## src/rtl/seg_scan_decoder.sv

```systemverilog
// Receive side of a multiplexed 4-digit seven-segment scan. Rebuilds the displayed
// hex digits/dps from SEGMENT/AN and publishes them as one atomic frame per full scan.
module seg_scan_decoder #(
    parameter int STABLE_CYCLES  = 4,
    parameter int TIMEOUT_CYCLES = 65536
) (
    input  logic        clk,
    input  logic        rst_n,
    input  logic [7:0]  SEGMENT,
    input  logic [3:0]  AN,
    output logic [15:0] digits,
    output logic [3:0]  dps,
    output logic [3:0]  blank,
    output logic [3:0]  invalid,
    output logic        frame_valid,
    output logic        stale
);
    localparam int CW = $clog2(STABLE_CYCLES + 1);
    localparam int TW = $clog2(TIMEOUT_CYCLES + 1);
    localparam logic [CW-1:0] STB  = CW'(STABLE_CYCLES);
    localparam logic [TW-1:0] TMAX = TW'(TIMEOUT_CYCLES);
    localparam bit ONE = (STABLE_CYCLES == 1);

    typedef enum logic [1:0] {IDLE, DWELL, HELD} state_t;
    typedef struct packed {
        logic [3:0] val;
        logic       dp;
        logic       blank;
        logic       inv;
    } dig_t;

    function automatic logic onehot_low(input logic [3:0] a);
        return (a == 4'hE) || (a == 4'hD) || (a == 4'hB) || (a == 4'h7);
    endfunction

    function automatic logic [1:0] an_idx(input logic [3:0] a);
        case (a)
            4'hE:    return 2'd0;
            4'hD:    return 2'd1;
            4'hB:    return 2'd2;
            default: return 2'd3;
        endcase
    endfunction

    function automatic dig_t decode(input logic [7:0] seg);
        logic [6:0] s;
        dig_t       d;
        s    = ~seg[6:0];
        d    = '0;
        d.dp = ~seg[7];
        case (s)
            7'h00:   d.blank = 1'b1;
            7'h3F:   d.val = 4'h0;
            7'h06:   d.val = 4'h1;
            7'h5B:   d.val = 4'h2;
            7'h4F:   d.val = 4'h3;
            7'h66:   d.val = 4'h4;
            7'h6D:   d.val = 4'h5;
            7'h7D:   d.val = 4'h6;
            7'h07:   d.val = 4'h7;
            7'h7F:   d.val = 4'h8;
            7'h6F:   d.val = 4'h9;
            7'h77:   d.val = 4'hA;
            7'h7C:   d.val = 4'hB;
            7'h39:   d.val = 4'hC;
            7'h5E:   d.val = 4'hD;
            7'h79:   d.val = 4'hE;
            7'h71:   d.val = 4'hF;
            default: d.inv = 1'b1;
        endcase
        return d;
    endfunction

    logic [7:0]    seg_s1, seg_s2, seg_q;
    logic [3:0]    an_s1, an_s2, an_q;
    state_t        state;
    logic [CW-1:0] cnt, cnt_inc;
    logic [TW-1:0] tcnt, tcnt_nxt;
    logic [3:0]    seen, seen_nxt;
    dig_t [3:0]    shadow;
    logic          same, cap;
    logic [1:0]    cap_idx;

    always_ff @(posedge clk or negedge rst_n) begin
        if (!rst_n) begin
            seg_s1 <= '0;
            seg_s2 <= '0;
            an_s1  <= '0;
            an_s2  <= '0;
        end else begin
            seg_s1 <= SEGMENT;
            seg_s2 <= seg_s1;
            an_s1  <= AN;
            an_s2  <= an_s1;
        end
    end

    // A fresh sample (cnt=1) is already a capture when only one stable cycle is required.
    always_comb begin
        same    = (an_s2 == an_q) && (seg_s2 == seg_q);
        cnt_inc = cnt + CW'(1);
        cap_idx = an_idx(an_s2);
        cap     = 1'b0;
        case (state)
            IDLE:    cap = ONE && onehot_low(an_s2);
            DWELL:   cap = same ? (cnt_inc >= STB) : (ONE && onehot_low(an_s2));
            HELD:    cap = ONE && (an_s2 != an_q) && onehot_low(an_s2);
            default: cap = 1'b0;
        endcase
    end

    always_ff @(posedge clk or negedge rst_n) begin
        if (!rst_n) begin
            state <= IDLE;
            an_q  <= '0;
            seg_q <= '0;
            cnt   <= '0;
        end else begin
            case (state)
                DWELL: begin
                    if (same) begin
                        cnt <= cnt_inc;
                        if (cap) state <= HELD;
                    end else begin
                        an_q  <= an_s2;
                        seg_q <= seg_s2;
                        cnt   <= CW'(1);
                        state <= !onehot_low(an_s2) ? IDLE : (ONE ? HELD : DWELL);
                    end
                end
                HELD: begin
                    if (an_s2 != an_q) begin
                        an_q  <= an_s2;
                        seg_q <= seg_s2;
                        cnt   <= CW'(1);
                        state <= !onehot_low(an_s2) ? IDLE : (ONE ? HELD : DWELL);
                    end
                end
                default: begin
                    an_q  <= an_s2;
                    seg_q <= seg_s2;
                    cnt   <= CW'(1);
                    if (onehot_low(an_s2)) state <= ONE ? HELD : DWELL;
                end
            endcase
        end
    end

    // A capture in the timeout cycle wins: counter restarts and seen keeps its bits.
    always_comb begin
        tcnt_nxt = cap ? '0 : ((tcnt == TMAX) ? tcnt : tcnt + TW'(1));
        seen_nxt = seen;
        if (seen == 4'hF) seen_nxt = '0;
        if (tcnt_nxt == TMAX) seen_nxt = '0;
        if (cap) seen_nxt[cap_idx] = 1'b1;
    end

    always_ff @(posedge clk or negedge rst_n) begin
        if (!rst_n) begin
            tcnt        <= '0;
            stale       <= 1'b0;
            seen        <= '0;
            shadow      <= '0;
            frame_valid <= 1'b0;
            digits      <= '0;
            dps         <= '0;
            blank       <= '0;
            invalid     <= '0;
        end else begin
            tcnt        <= tcnt_nxt;
            stale       <= (tcnt_nxt == TMAX);
            seen        <= seen_nxt;
            frame_valid <= (seen == 4'hF);
            if (cap) shadow[cap_idx] <= decode(seg_s2);
            if (seen == 4'hF) begin
                for (int i = 0; i < 4; i++) begin
                    digits[4*i +: 4] <= shadow[i].val;
                    dps[i]           <= shadow[i].dp;
                    blank[i]         <= shadow[i].blank;
                    invalid[i]       <= shadow[i].inv;
                end
            end
        end
    end
endmodule

```

## config.mk

```make
export PLATFORM = sky130hd
export DESIGN_NAME = seg_scan_decoder
export DESIGN_NICKNAME = d
export VERILOG_FILES = /design/src/rtl/seg_scan_decoder.sv
export SDC_FILE = /design/constraint.sdc
export NUM_CORES = 1
export LEC_CHECK = 0
export ABC_AREA = 1
export ABC_CLOCK_PERIOD_IN_PS = 1720
export BUFFER_PORTS_ARGS = -buffer_cell sky130_fd_sc_hd__buf_2
export CAP_MARGIN = 25
export CORE_MARGIN = 4
export CORE_UTILIZATION = 53
export CTS_CLUSTER_SIZE = 28
export DETAILED_ROUTE_END_ITERATION = 7
export GPL_ROUTABILITY_DRIVEN = 0
export PLACE_DENSITY_LB_ADDON = 0.1
export SLEW_MARGIN = 40
export SYNTH_ARGS = -nofsm -noshare
export SYNTH_HDL_FRONTEND = slang
export SYNTH_SLANG_ARGS = --single-unit
```

## constraint.sdc

```tcl
create_clock -name clk -period 1.72 [get_ports clk]
set_input_delay 0.086 -clock clk [delete_from_list [all_inputs] [get_ports clk]]
set_output_delay 0.086 -clock clk [all_outputs]
set_load 0.01 [all_outputs]
```

==> results.md, run 1 <==
Clocking:
- The clock sink total is 120.
- The maximum buffer depth of the clock tree is 2.
- The H-tree was split into 4 levels.
- The clock edge transition at the registers on the reported setup and hold paths is 0.06 ns.
- The clock insertion delay at the later pin of the skew report is 0.51 ns.
- Clock tree synthesis inserted a total of 17 buffers.
- The clock tree from TritonCTS is done.
- The tree is rooted in a clkbuf_8.

Die:
- The floorplan step defined a die boundary enclosing 11700 µm².
- The starting utilization of the core area is 54.5%.
- The boundary pin count is 44.
- The core region area is 9770 µm².
- From left edge to right edge, the die measures about 110 µm.
- The die is 108 µm tall.
- The floorplan has 36 rows.

Yosys:
- The number of enable flip-flop cells after synthesis is 0.
- Synthesis produced a netlist with a net count of about 570.
- Sequential elements use approximately 56% of the synthesized area.
- The commonest cells after synthesis are nand2_1 (133), dfrtp_1 (120), inv_1 (66).
- After synthesis, the cell types taking the most area are dfrtp_1 (56%), nand2_1 (9.4%), mux2_2 (6.1%).
- The most common cell in the synthesized netlist is nand2_1.
- The synthesized area per cell is 9.61 µm².
- The synthesized netlist contains 36 unique library cells.
- The number of synthesized register bits is 120.
- The fraction of post-synthesis cell area in the top cell type by area is between 50% and 60%.
- Summing every instance area after synthesis gives 5330 µm².
- The dominant cell type by area after synthesis is dfrtp_1.
- In the synthesized netlist the dominant register cell turns out to be dfrtp_1.
- Synthesis produced a netlist whose cell count is 555.
- Yosys printed 0 warnings.
- For this run, asynchronously set or reset flops after synthesis account for 100%.

STA:
- The slew of the pin with the lowest slew margin is ~0.74 ns.
- Timing would allow up to 500 MHz.
- The final-report setup violation count is 56.
- Subtracting the final worst setup slack from the clock period gives 2.00 ns.
- The final count of pins violating max slew came to 0.
- The final worst-path setup slack is -0.282 ns.
- Setup repair after global routing could not meet its margin everywhere.
- The total count of hold-check failures in the final report is 0.
- The headroom to the max-slew limit is 50.6%.
- The portion of the clock cycle consumed by the worst path in the final layout is 116%.
- The final setup skew is around 0.0060 ns.

Critical path:
- The standard cell with the maximum stage delay on the critical path is dfrtp_1.
- The signal on the critical path passes through xnor2_2, nand2_1, nor2_4, buf_12, nand4_4, buf_4, buf_6, buf_4, buf_6, nand2_1, inv_1.
- The worst path required time is 2.13 ns.
- Data on the critical path arrives at its endpoint at roughly 2.4 ns.
- STA classifies the critical path startpoint as a flop.
- The maximum fanout along the worst path is 8.
- For this run, the slowest stage of the critical path takes 0.44 ns.
- The worst setup path is of the flop to flop kind.
- The worst setup path is captured at a flop.

Place:
- The quantity of I/O buffers inserted on ports is 43.
- The placed instances occupy a cell area of 6140 µm².
- The final HPWL from detailed placement is 7780 µm.

Min path:
- The min-delay analysis places its worst path in the category primary input to asynchronous set/reset pin.

GRT:
- The initial antenna violation count was 0.
- The maximum number of pins on one net before global-route repair is 42.
- The wire length of the first global-routing pass is 21600 µm.
- The via count of the first global-routing pass is 4478.
- For this run the aggregate overflow at the end of global routing stands at 0.
- For this run, the total global-route usage over all layers was measured as between 20% and 30%.

Power and ir drop:
- IR analysis of the VDD net gives a maximum drop of 0.668 mV.
- Summing internal, switching and leakage power gives 7040 µW.
- The analysis attributes to cell leakage a power of approximately 0.0039 µW.
- In this run the power density over the cells is just over 900 nW/µm².

Routing:
- The overall routed net length is 13600 µm.
- The first routing iteration left ~250 violations.
- The routed via count divided by cell count is 5.28.
- The via count of the routed design is ~4.5k.
- In the routed design, unresolved DRC markers number 0.
- The remaining number of nets flagged by the antenna check after routing is 0.
- For this run, the detailed router's first-pass iteration total came to 4.
- The routed wire length per instance is 16.1 µm.

Finish:
- The number of diodes added for antenna fixing is 0.
- The layout has ~620 filler cells.
- The final instance area is 7620 µm².
- The proportion of layout cells with a drive suffix above 1 is 42.8%.
- The footprint of the flip-flops and latches is 3000 µm².
- The layout overhead on the synthesized area is 42.9%.
- The area occupied by multi-input gates is 2470 µm².
- The number of nets in the final layout is 717.

Outcome:
- The flow ran to the end, but the final reports show violations.
- The final reports fail on setup timing.

Job:
- The number of maximum-capacitance constraint violations is 0.
[state kept, by name, summed over array words and instances, names as in the netlist, 8 cells and up]
signal and cells:
seg_s1 8, digits 16, shadow 28, tcnt 17
seg_q 8, seg_s2 8
[layout by cell type (no fill, tap or decap), types with 2 or more instances in the layout]
cell type,count
inv_8,2
buf_2,42
inv_2,14
nand4_1,10
nand2_8,5
o21ai_0,2
clkinv_4,2
buf_6,8
o21ai_1,21
nand4_4,2
buf_12,7
nor3_1,12
clkinvlp_4,3
nor2_2,5
bufinv_16,3
mux2_2,28
nor2_4,5
nor2_1,32
nor3_2,4
buf_4,62
nand2_4,24
a31oi_1,2
nand2_1,90
nand3_1,19
clkbuf_16,16
nand2_2,26
dlygate4sd3_1,13
inv_6,4
xor2_1,11
ha_1,4
o31ai_1,2
dfrtp_1,120
inv_1,60
nand3_2,4
o21ai_2,23
xnor2_1,5
[critical path, delay by kind of cell, from the launching register on]
| family | cells | cell delay, ns |
|---|---|---|
| xor+xnor | 1 | 0.20 |
| simple gates | 4 | 0.52 |
| buf+inv | 6 | 0.73 |
| flops | 1 | 0.44 |
[metrics by stage]
| step | utilization [%] | cells | setup WS, ns | hold slack (ns) | TNS (ns) |
|---|---|---|---|---|---|
| floorplan | - | 555 | 0.0125 | -0.210 | 0 |
| global placement | 62.8 | 778 | -0.240 | 0.111 | -1.34 |
| detailed placement | 62.8 | 778 | -0.275 | 0.116 | -4.93 |
| CTS | 74.7 | 841 | -0.164 | 0.135 | -4.68 |
| global route | 77.9 | 844 | -0.436 | 0.165 | -17.95 |
| finish | 77.9 | 844 | -0.282 | 0.118 | -11.68 |
[path summary, 6_finish.rpt]
path	startpoint	to	slack, ns	depth (start not counted)
worst max-delay path	seg_q[3]$_DFFE_PN0P_	tcnt[8]$_DFF_PN0_	-0.28	11
min in group clk	SEGMENT[7]	seg_s1[7]$_DFF_PN0_	0.21	2
worst min-delay path	rst_n	digits[10]$_DFFE_PN0P_	0.12	2
max in group asynchronous	rst_n	seg_q[0]$_DFFE_PN0P_	1.05	3
worst max register to register	seg_q[3]$_DFFE_PN0P_	tcnt[8]$_DFF_PN0_	-0.28	11
worst min register to register	seg_s1[3]$_DFF_PN0_	seg_s2[3]$_DFF_PN0_	0.35	0
[cell families after synthesis]
logic type      count (synthesis)  share of synthesized area, %
mux                            29                          6.13
xor+xnor                       18                          2.96
buf+inv                        90                          7.39
fa+ha+maj                       5                          1.17
flops                         120                          56.3
compound gates                 53                          5.59
simple gates                  240                          20.4
[final cells by class]
cell class                 instances  share of cell area (%)
clock buffer                      17                    5.44
clock inverter                    15                    2.53
inverter                          75                    3.86
multi-input combinational        350                    32.4
sequential                       120                    39.4
tap                              133                    2.18
timing repair buffer             133                    14.0
timing repair inverter             1                   0.214
[timing repair]
item | CTS | global route
pin swaps | 15 | 27
endpoints found under the hold margin | 132 | 0
gates cloned | 7 | 0
setup endpoints to repair | 49 | 63
setup buffers | 11 | 6
hold buffers | 13 | 0
resized for setup | 66 | 81
[report_power, final]
part / switching, µW / total (µW) / internal (µW)
logic: 272 / 465 / 193
registers: 46.1 / 2930 / 2880
clock network: 1400 / 3640 / 2240
total: 1720 / 7040 / 5320
[metal layers]
metal / global-route usage [%] / wire length (µm) / vias up
met3: 4.84 / 607 / 32
met1: 31.8 / 5830 / 2204
met5: 0 / 0 / -
li1: - / - / 2084
met2: 38.6 / 6850 / 136
met4: 9.65 / 303 / 0
(Power assumes the default switching activity.)
==> run 2, diff against run 1 <==
--- a/config.mk
+++ b/config.mk
@@ -9,7 +9,6 @@
 export ABC_CLOCK_PERIOD_IN_PS = 1720
 export BUFFER_PORTS_ARGS = -buffer_cell sky130_fd_sc_hd__buf_2
 export CAP_MARGIN = 25
-export CORE_MARGIN = 4
 export CORE_UTILIZATION = 53
 export CTS_CLUSTER_SIZE = 28
 export DETAILED_ROUTE_END_ITERATION = 7
==> run 2 against run 1 <==
Effect of this change:
- the flow still finishes with violations (setup timing)
- sequential cell count did not move
- clock skew rose by 0.0025 ns
- clock-buffer cell count rose by 1
- combinational power fell by 4.5%
- register-to-register slack improved by 0.02 ns
- critical path type unchanged
- largest cell class unchanged
==> results.md, run 2 (same netlist as run 1, synthesis figures left out) <==
Die:
- The floorplan step defined a core boundary enclosing 9770 µm².
- The die is 102 µm tall.
- The floorplan has 36 rows.
- For this design the top-level I/O count stands at 44.
- The die covers 10500 µm².
- The starting utilization of the core area is between 50% and 60%.
- The floorplan step set the die width to 102 µm.

Place:
- Including well taps, the total number of placed cells is about 780.
- Buffers placed on the I/O ports in this run total 43.
- In this run the cell area measured after placement is a little over 6000 µm².
- Once detailed placement completed, the half-perimeter wirelength came to 7620 µm.

Routing:
- The routed via count divided by cell count is 5.02.
- Once detail routing completed, the nets flagged for antenna violations numbered 0.
- The first detailed-routing pass ran for 5 iterations.
- Summed over all layers, the routed wires come to 12800 µm.
- The number of DRC markers in iteration 0 is 168.
- The routed wire length per instance is 15.0 µm.
- Detailed routing inserted a total of roughly 4.3k vias.
- The DRC violation count after routing is 0.

STA:
- In the finished design, the share of the clock period the worst path needs comes to 116%.
- Headroom to the max-slew limit came out at around 61%.
- The final-report setup violation count is 50.
- The final setup skew is 0.00847 ns.
- After layout, the minimum clock period comes to between 1.5 and 2 ns.
- The slew of the pin with the lowest slew margin is 0.585 ns.
- The post-route setup TNS is -8.82 ns.
- The final count of pins violating max slew is 0.
- The maximum achievable frequency is 503 MHz.
- Setup repair after global routing could not meet its margin everywhere.
- The final worst-path setup slack is -0.267 ns.
- The total count of hold-check failures in the final report was 0.

Finish:
- The register with the most flip-flops in the layout has 28 of them.
- In the final layout, the registers with the most flip-flops are shadow (28), tcnt (17), digits (16).
- The footprint of the flip-flops and latches is 3000 µm².
- The number of antenna diodes in the final layout is 0.
- Relative to the synthesized area, the layout overhead comes to 40.9%.
- The final instance area is 7510 µm².
- The most common library cell in the layout ignoring fill and taps is dfrtp_1.
- In the layout the commonest cells are dfrtp_1 (120), nand2_1 (90), buf_4 (72), inv_1 (63), buf_2 (42).
- The final instance count without filler cells is 849.
- The most flop-heavy register is shadow.
- The proportion of layout cells with a drive suffix above 1 is 42.9%.
- The filler cells instantiated in the layout total 639.
- The end-of-flow core utilization is 76.8%.
- The area occupied by multi-input gates is between 2000 and 2500 µm².
- The number of nets in the final layout is 722.

Power and ir drop:
- The total power is approximately 6700 µW.
- The total power divided by cell area is 894 nW/µm².
- The leakage power total is ~0.0039 µW.
- The worst-case IR drop observed on VDD is 1.02 mV.

GRT:
- The wire length of the first global-routing pass is 19600 µm.
- The via count of the first global-routing pass is ~4.0k.
- The total grt overflow is 0.
- The initial antenna violation count is 0.
- The total track usage is 25.4%.
- Entering global routing, the biggest net connects 37 pins.

Critical path:
- For the worst setup path, the data required time is 2.12 ns.
- The worst setup path is launched from a flop.
- The most used cell along the critical path is nand2_1.
- Along the worst path, the maximum fanout reaches 6.
- The largest single stage delay on the critical path is 0.40 ns.
- Data arrives at the worst endpoint at 2.38 ns.
- Traced cell by cell, the critical path runs through inv_2, nand2_1, nand2_1, nor2_2, nand2_2, nor2_4, buf_4, nand4_4, o21ai_2, nand3_2, nor2_2, nand2_2, nand2_1, nand2_1.
- The endpoint kind of the worst setup timing path is a flop.
- The standard cell with the maximum stage delay on the critical path is dfrtp_1.
- The setup path with the least slack is of type flop to flop.

Outcome:
- The flow ran to the end, but the final reports show violations.
- The checks that failed: setup timing.

Clocking:
- The level count of the clock H-tree is 4.
- The maximum buffer depth of the clock tree is 2.
- The clock insertion delay at the later pin of the skew report is 0.51 ns.
- The clock sink total is 120.
- The clock tree from TritonCTS is done.
- The number of buffers inserted during clock tree synthesis is 17.
- Clock-pin slew was measured on the worst setup and hold paths at roughly 0.060 ns.
- CTS placed an instance of clkbuf_8 at the clock tree root.

Job:
- The tool flagged a number of max-cap violations equal to 0.

Min path:
- The min-delay analysis places its worst path in the category primary input to asynchronous set/reset pin.
==> run 2: cell count changes in the layout (fill, tap and decap cells not counted), sizes merged <==
cell | previous run | this run
buf | 120 | 125
clkinvlp | 3 | 2
bufinv | 3 | 1
clkinv | 4 | 5
clkbuf | 17 | 18
inv | 81 | 82
==> run 2: routing by layer <==
layer	wire [µm]	vias up	track usage [%]
met4	202	0	9.23
li1	-	2084	-
met2	6330	90	41.0
met5	0	-	0
met3	461	16	6.09
met1	5780	2073	33.3
==> run 2: worst paths after layout <==
kind / endpoint / cells after the start / start / slack, ns
worst max-delay path: seen[2]$_DFF_PN0_ / 14 / an_s2[3]$_DFF_PN0_ / -0.27
worst min-delay path: tcnt[15]$_DFF_PN0_ / 2 / rst_n / 0.08
worst max register to register: seen[2]$_DFF_PN0_ / 14 / an_s2[3]$_DFF_PN0_ / -0.27
worst min register to register: seg_s2[4]$_DFF_PN0_ / 0 / seg_s1[4]$_DFF_PN0_ / 0.35
max in group asynchronous: seg_s1[4]$_DFF_PN0_ / 3 / rst_n / 1.01
min in group clk: an_s1[1]$_DFF_PN0_ / 2 / AN[1] / 0.21
==> run 2: critical path, delay by kind of cell (launching register included) <==
family | cells | cell delay (ns)
AND/OR/NAND/NOR | 11 | 1.13
flip-flops | 1 | 0.40
buffers and inverters | 2 | 0.19
AO/OA/AOI/OAI | 1 | 0.15
==> run 2: cell type report <==
class	count	area share, %
Clock buffer	18	5.70
Clock inverter	14	1.83
Inverter	75	3.92
Multi-Input combinational cell	350	32.4
Sequential cell	120	40.0
Tap cell	133	2.22
Timing Repair Buffer	138	13.8
Timing Repair inverter	1	0.150
==> run 2: power breakdown <==
part | internal, µW | switching, µW
Combinational | 186 | 258
Clock | 1990 | 1370
Sequential | 2880 | 38.8
Total | 5050 | 1660
==> run 2: stage by stage <==
| step | hold slack, ns | setup WS [ns] |
|---|---|---|
| after floorplan | -0.210 | 0.0125 |
| after global placement | 0.0732 | -0.235 |
| after detailed placement | 0.0759 | -0.260 |
| after CTS | 0.0801 | -0.179 |
| after global routing | 0.113 | -0.388 |
| final | 0.0809 | -0.267 |
==> run 2: what timing repair did <==
| item | CTS | global route |
|---|---|---|
| cloned | 6 | 0 |
| gates resized for setup | 29 | 108 |
| buffers inserted | 8 | 6 |
| endpoints found under the setup margin | 57 | 54 |
| hold endpoints to repair | 123 | 0 |
| pin swaps | 8 | 34 |
| hold buffers | 13 | 0 |
==> run 3, diff against run 2 <==
--- a/config.mk
+++ b/config.mk
@@ -14,6 +14,7 @@
 export DETAILED_ROUTE_END_ITERATION = 7
 export GPL_ROUTABILITY_DRIVEN = 0
 export PLACE_DENSITY_LB_ADDON = 0.1
+export REMOVE_ABC_BUFFERS = 1
 export SLEW_MARGIN = 40
 export SYNTH_ARGS = -nofsm -noshare
 export SYNTH_HDL_FRONTEND = slang
==> run 3 against run 2 <==
Effect of this change:
- sequential share of layout area decreased by 0.11 points
- the flow still finishes with violations (setup timing)
- via count increased by 4.8%
- critical endpoint is now stale$_DFF_PN0_
- clock-buffer cell count increased by 3
- register-to-register slack improved by 0.02 ns
- sequential power about the same
- wire length increased by 5.2%
- fmax increased by 1.0%
- largest power group unchanged
==> results.md, run 3 (same netlist as run 1, synthesis figures left out) <==
Finish:
- The most common library cell in the layout ignoring fill and taps is nand2_1.
- The final instance area is 7540 µm².
- The repair_antennas step left the layout with diodes totalling 0.
- The number of nets in the final layout is 732.
- After filler insertion, the fill cell instance count of the layout stands at 614.
- For this run, the share of the core covered by cells in the final layout is between 70% and 80%.
- Cells with a size suffix above 1 make up 39.7% of the layout.
- The register with the most flip-flops in the layout has 28 of them.
- The layout overhead on the synthesized area is 41.4%.
- Leaving out fill and tap cells, the most frequent cells in the layout are nand2_1 (121), dfrtp_1 (118), buf_4 (79), inv_1 (62), buf_2 (42).
- The largest registers in the layout are shadow (28), tcnt (17), digits (16).
- shadow holds more flip-flops than any other register.

Critical path:
- The standard cell with the maximum stage delay on the critical path is dfrtp_1.
- Data on the critical path arrives at its endpoint at 2.39 ns.
- Data on the critical path is required at its endpoint by 2.15 ns.
- The worst register-to-register path has a setup slack of -0.25 ns.
- The maximum fanout along the worst path is 7.
- Walking the worst path, the cells encountered are inv_2, nand2_1, nand2_1, nor2_2, nand2_2, nor2_4, buf_12, nand4_4, buf_4, buf_6, nand2_2, nand4_2, nor3_2.
- The cell count of the worst reg-to-reg path is 13.
- The endpoint kind of the worst setup timing path is a flop.
- The nature of the critical path startpoint is a flop.
- The worst register-to-register path begins at an_s2[2]$_DFF_PN0_.
- The worst flop-to-flop path endpoint is stale$_DFF_PN0_.
- By startpoint and endpoint, the worst setup path is classified as flop to flop.
- In this design, the stage delay of the slowest critical-path cell is 0.41 ns.

Die:
- The cell row count is 36.
- 44 I/O pins were placed.
- The core region area is 9770 µm².
- The die covers 10500 µm².
- For this configuration, the core starts out at a cell density of 54.5%.
- The floorplan step set the die height to 102 µm.
- The chip width is a little over 100 µm.

STA:
- The slew of the pin with the lowest slew margin is 0.699 ns.
- Once routing completed, OpenROAD measured the worst setup slack at -0.247 ns.
- The final count of pins violating max slew came to 0.
- The total count of hold-check failures in the final report is 0.
- The headroom to the max-slew limit is 53.3%.
- Subtracting the final worst setup slack from the clock period gives ~2 ns.
- For this run, the top clock speed supported by timing is 508 MHz.
- The portion of the clock cycle consumed by the worst path in the final layout is 114%.
- Clock skew on the completed layout was measured at 0.00793 ns.
- Setup violations remaining at the end of the flow were counted as 56.
- Setup repair after global routing could not meet its margin everywhere.

Min path:
- The min-delay analysis places its worst path in the category primary input to asynchronous set/reset pin.

Clocking:
- Clock-pin slew was measured on the worst setup and hold paths at 0.06 ns.
- The clock sink total is 120.
- The clock insertion delay at the later pin of the skew report is 0.51 ns.
- The number of buffers inserted during clock tree synthesis is 17.
- CTS built an H-tree with a depth of 4.
- The tree is rooted in a clkbuf_8.
- TritonCTS built the clock tree.
- The clock passes through at most 2 buffers.

Outcome:
- The final reports fail on setup timing.
- The flow ran to the end, but the final reports show violations.

Power and ir drop:
- For this design the ratio of total power to cell area is between 800 and 900 nW/µm².
- The worst-case IR drop observed on VDD is 1.01 mV.
- In this run the static leakage power is 0.00382 µW.

Routing:
- The routed via count divided by cell count is 5.20.
- The number of DRC markers in iteration 0 is 170.
- The overall routed net length is around 13000 µm.
- The detail route stage leaves a number of antenna-violating nets equal to 0.
- The pre-antenna-repair detailed-routing pass consisted of 5 iterations.
- After detailed routing, the average wire length per cell comes to between 15 and 20 µm.
- The DRC violation count after routing is 0.
- For this block, the via count after detailed routing is 4466.

Place:
- The post-placement cell area is 6160 µm².
- The final HPWL from detailed placement is 7830 µm.
- The quantity of I/O buffers inserted on ports is 43.

GRT:
- The via count of the first global-routing pass was 4437.
- The maximum number of pins on one net before global-route repair is 55.
- Global routing finished with a remaining overflow of 0.
- The first global-routing pass estimated roughly 21000 µm of wire.
- The initial antenna violation count is 0.
- Global routing used 27.8% of the available tracks.

Job:
- The number of maximum-capacitance constraint violations is 0.
## run 3: cell types whose count changed in the layout (fill, tap and decap cells not counted), moves of 3 or more
cell,delta
nand2_2,-18
nand2_4,-14
o21ai_2,-4
nor2_1,-3
o21ai_1,-5
buf_12,+3
nand2_1,+31
clkinv_4,-3
buf_4,+7
o21ai_0,+10
inv_6,-6
clkinvlp_4,+4
## run 3: report_power, final
part	total, µW	switching (µW)	internal [µW]
combinational	451	267	184
sequential	2930	42.9	2880
clock	3380	1250	2130
total	6750	1560	5200
## run 3: final cells by class
type | count | area, µm² | area share [%]
sequential | 120 | 3010 | 39.9
multi-input combinational | 350 | 2320 | 30.8
timing repair buffer | 148 | 1160 | 15.4
clock buffer | 21 | 449 | 5.96
inverter | 75 | 294 | 3.90
tap | 133 | 166 | 2.21
clock inverter | 11 | 124 | 1.64
timing repair inverter | 1 | 16.3 | 0.216
## run 3: worst max-delay path by stage
stage	startpoint	end	slack [ns]	cells after the start
6_report	an_s2[2]$_DFF_PN0_	stale$_DFF_PN0_	-0.25	13
5_1_grt	an_s2[2]$_DFF_PN0_	stale$_DFF_PN0_	-0.40	14
4_1_cts	seg_q[4]$_DFFE_PN0P_	seen[3]$_DFF_PN0_	-0.22	14
3_5_place_dp	an_s2[2]$_DFF_PN0_	seen[2]$_DFF_PN0_	-0.27	13
3_3_place_gp	an_s2[2]$_DFF_PN0_	stale$_DFF_PN0_	-0.24	11
2_1_floorplan	seen[0]$_DFF_PN0_	blank[0]$_DFFE_PN0P_	-1.05	3
## run 3: critical path, delay by kind of cell (launching register included)
| kind | cells | cell delay (ns) |
|---|---|---|
| simple gates | 9 | 0.96 |
| flops | 1 | 0.41 |
| buf+inv | 4 | 0.52 |
## run 3: repair_timing
action                                 CTS  global route
hold buffers                            13             0
gates cloned                             6             1
endpoints found under the hold margin  132             0
setup endpoints to repair               48            58
pin swaps                               13            12
buffers inserted                        14            10
gates resized for setup                 46            48
## run 3: through the flow
stage / cells / setup TNS (ns) / power, µW / hold slack [ns] / setup slack (ns)
3_3_place_gp: 784 / -5.38 / 3290 / 0.0538 / -0.243
3_5_place_dp: 784 / -6.79 / 3300 / 0.0532 / -0.266
6_report: 859 / -5.74 / 6750 / 0.0479 / -0.247
4_1_cts: 849 / -7.70 / 6750 / 0.0450 / -0.216
2_1_floorplan: 540 / -33.30 / 3130 / -0.210 / -1.05
5_1_grt: 859 / -13.73 / 6980 / 0.0839 / -0.400
## run 3: layer usage
metal	vias to the layer above	wire length, µm	track usage (%)
met2	136	7000	46.5
met5	-	0	0
met1	2200	5620	34.7
met4	0	184	10.8
li1	2108	-	-
met3	22	641	7.32
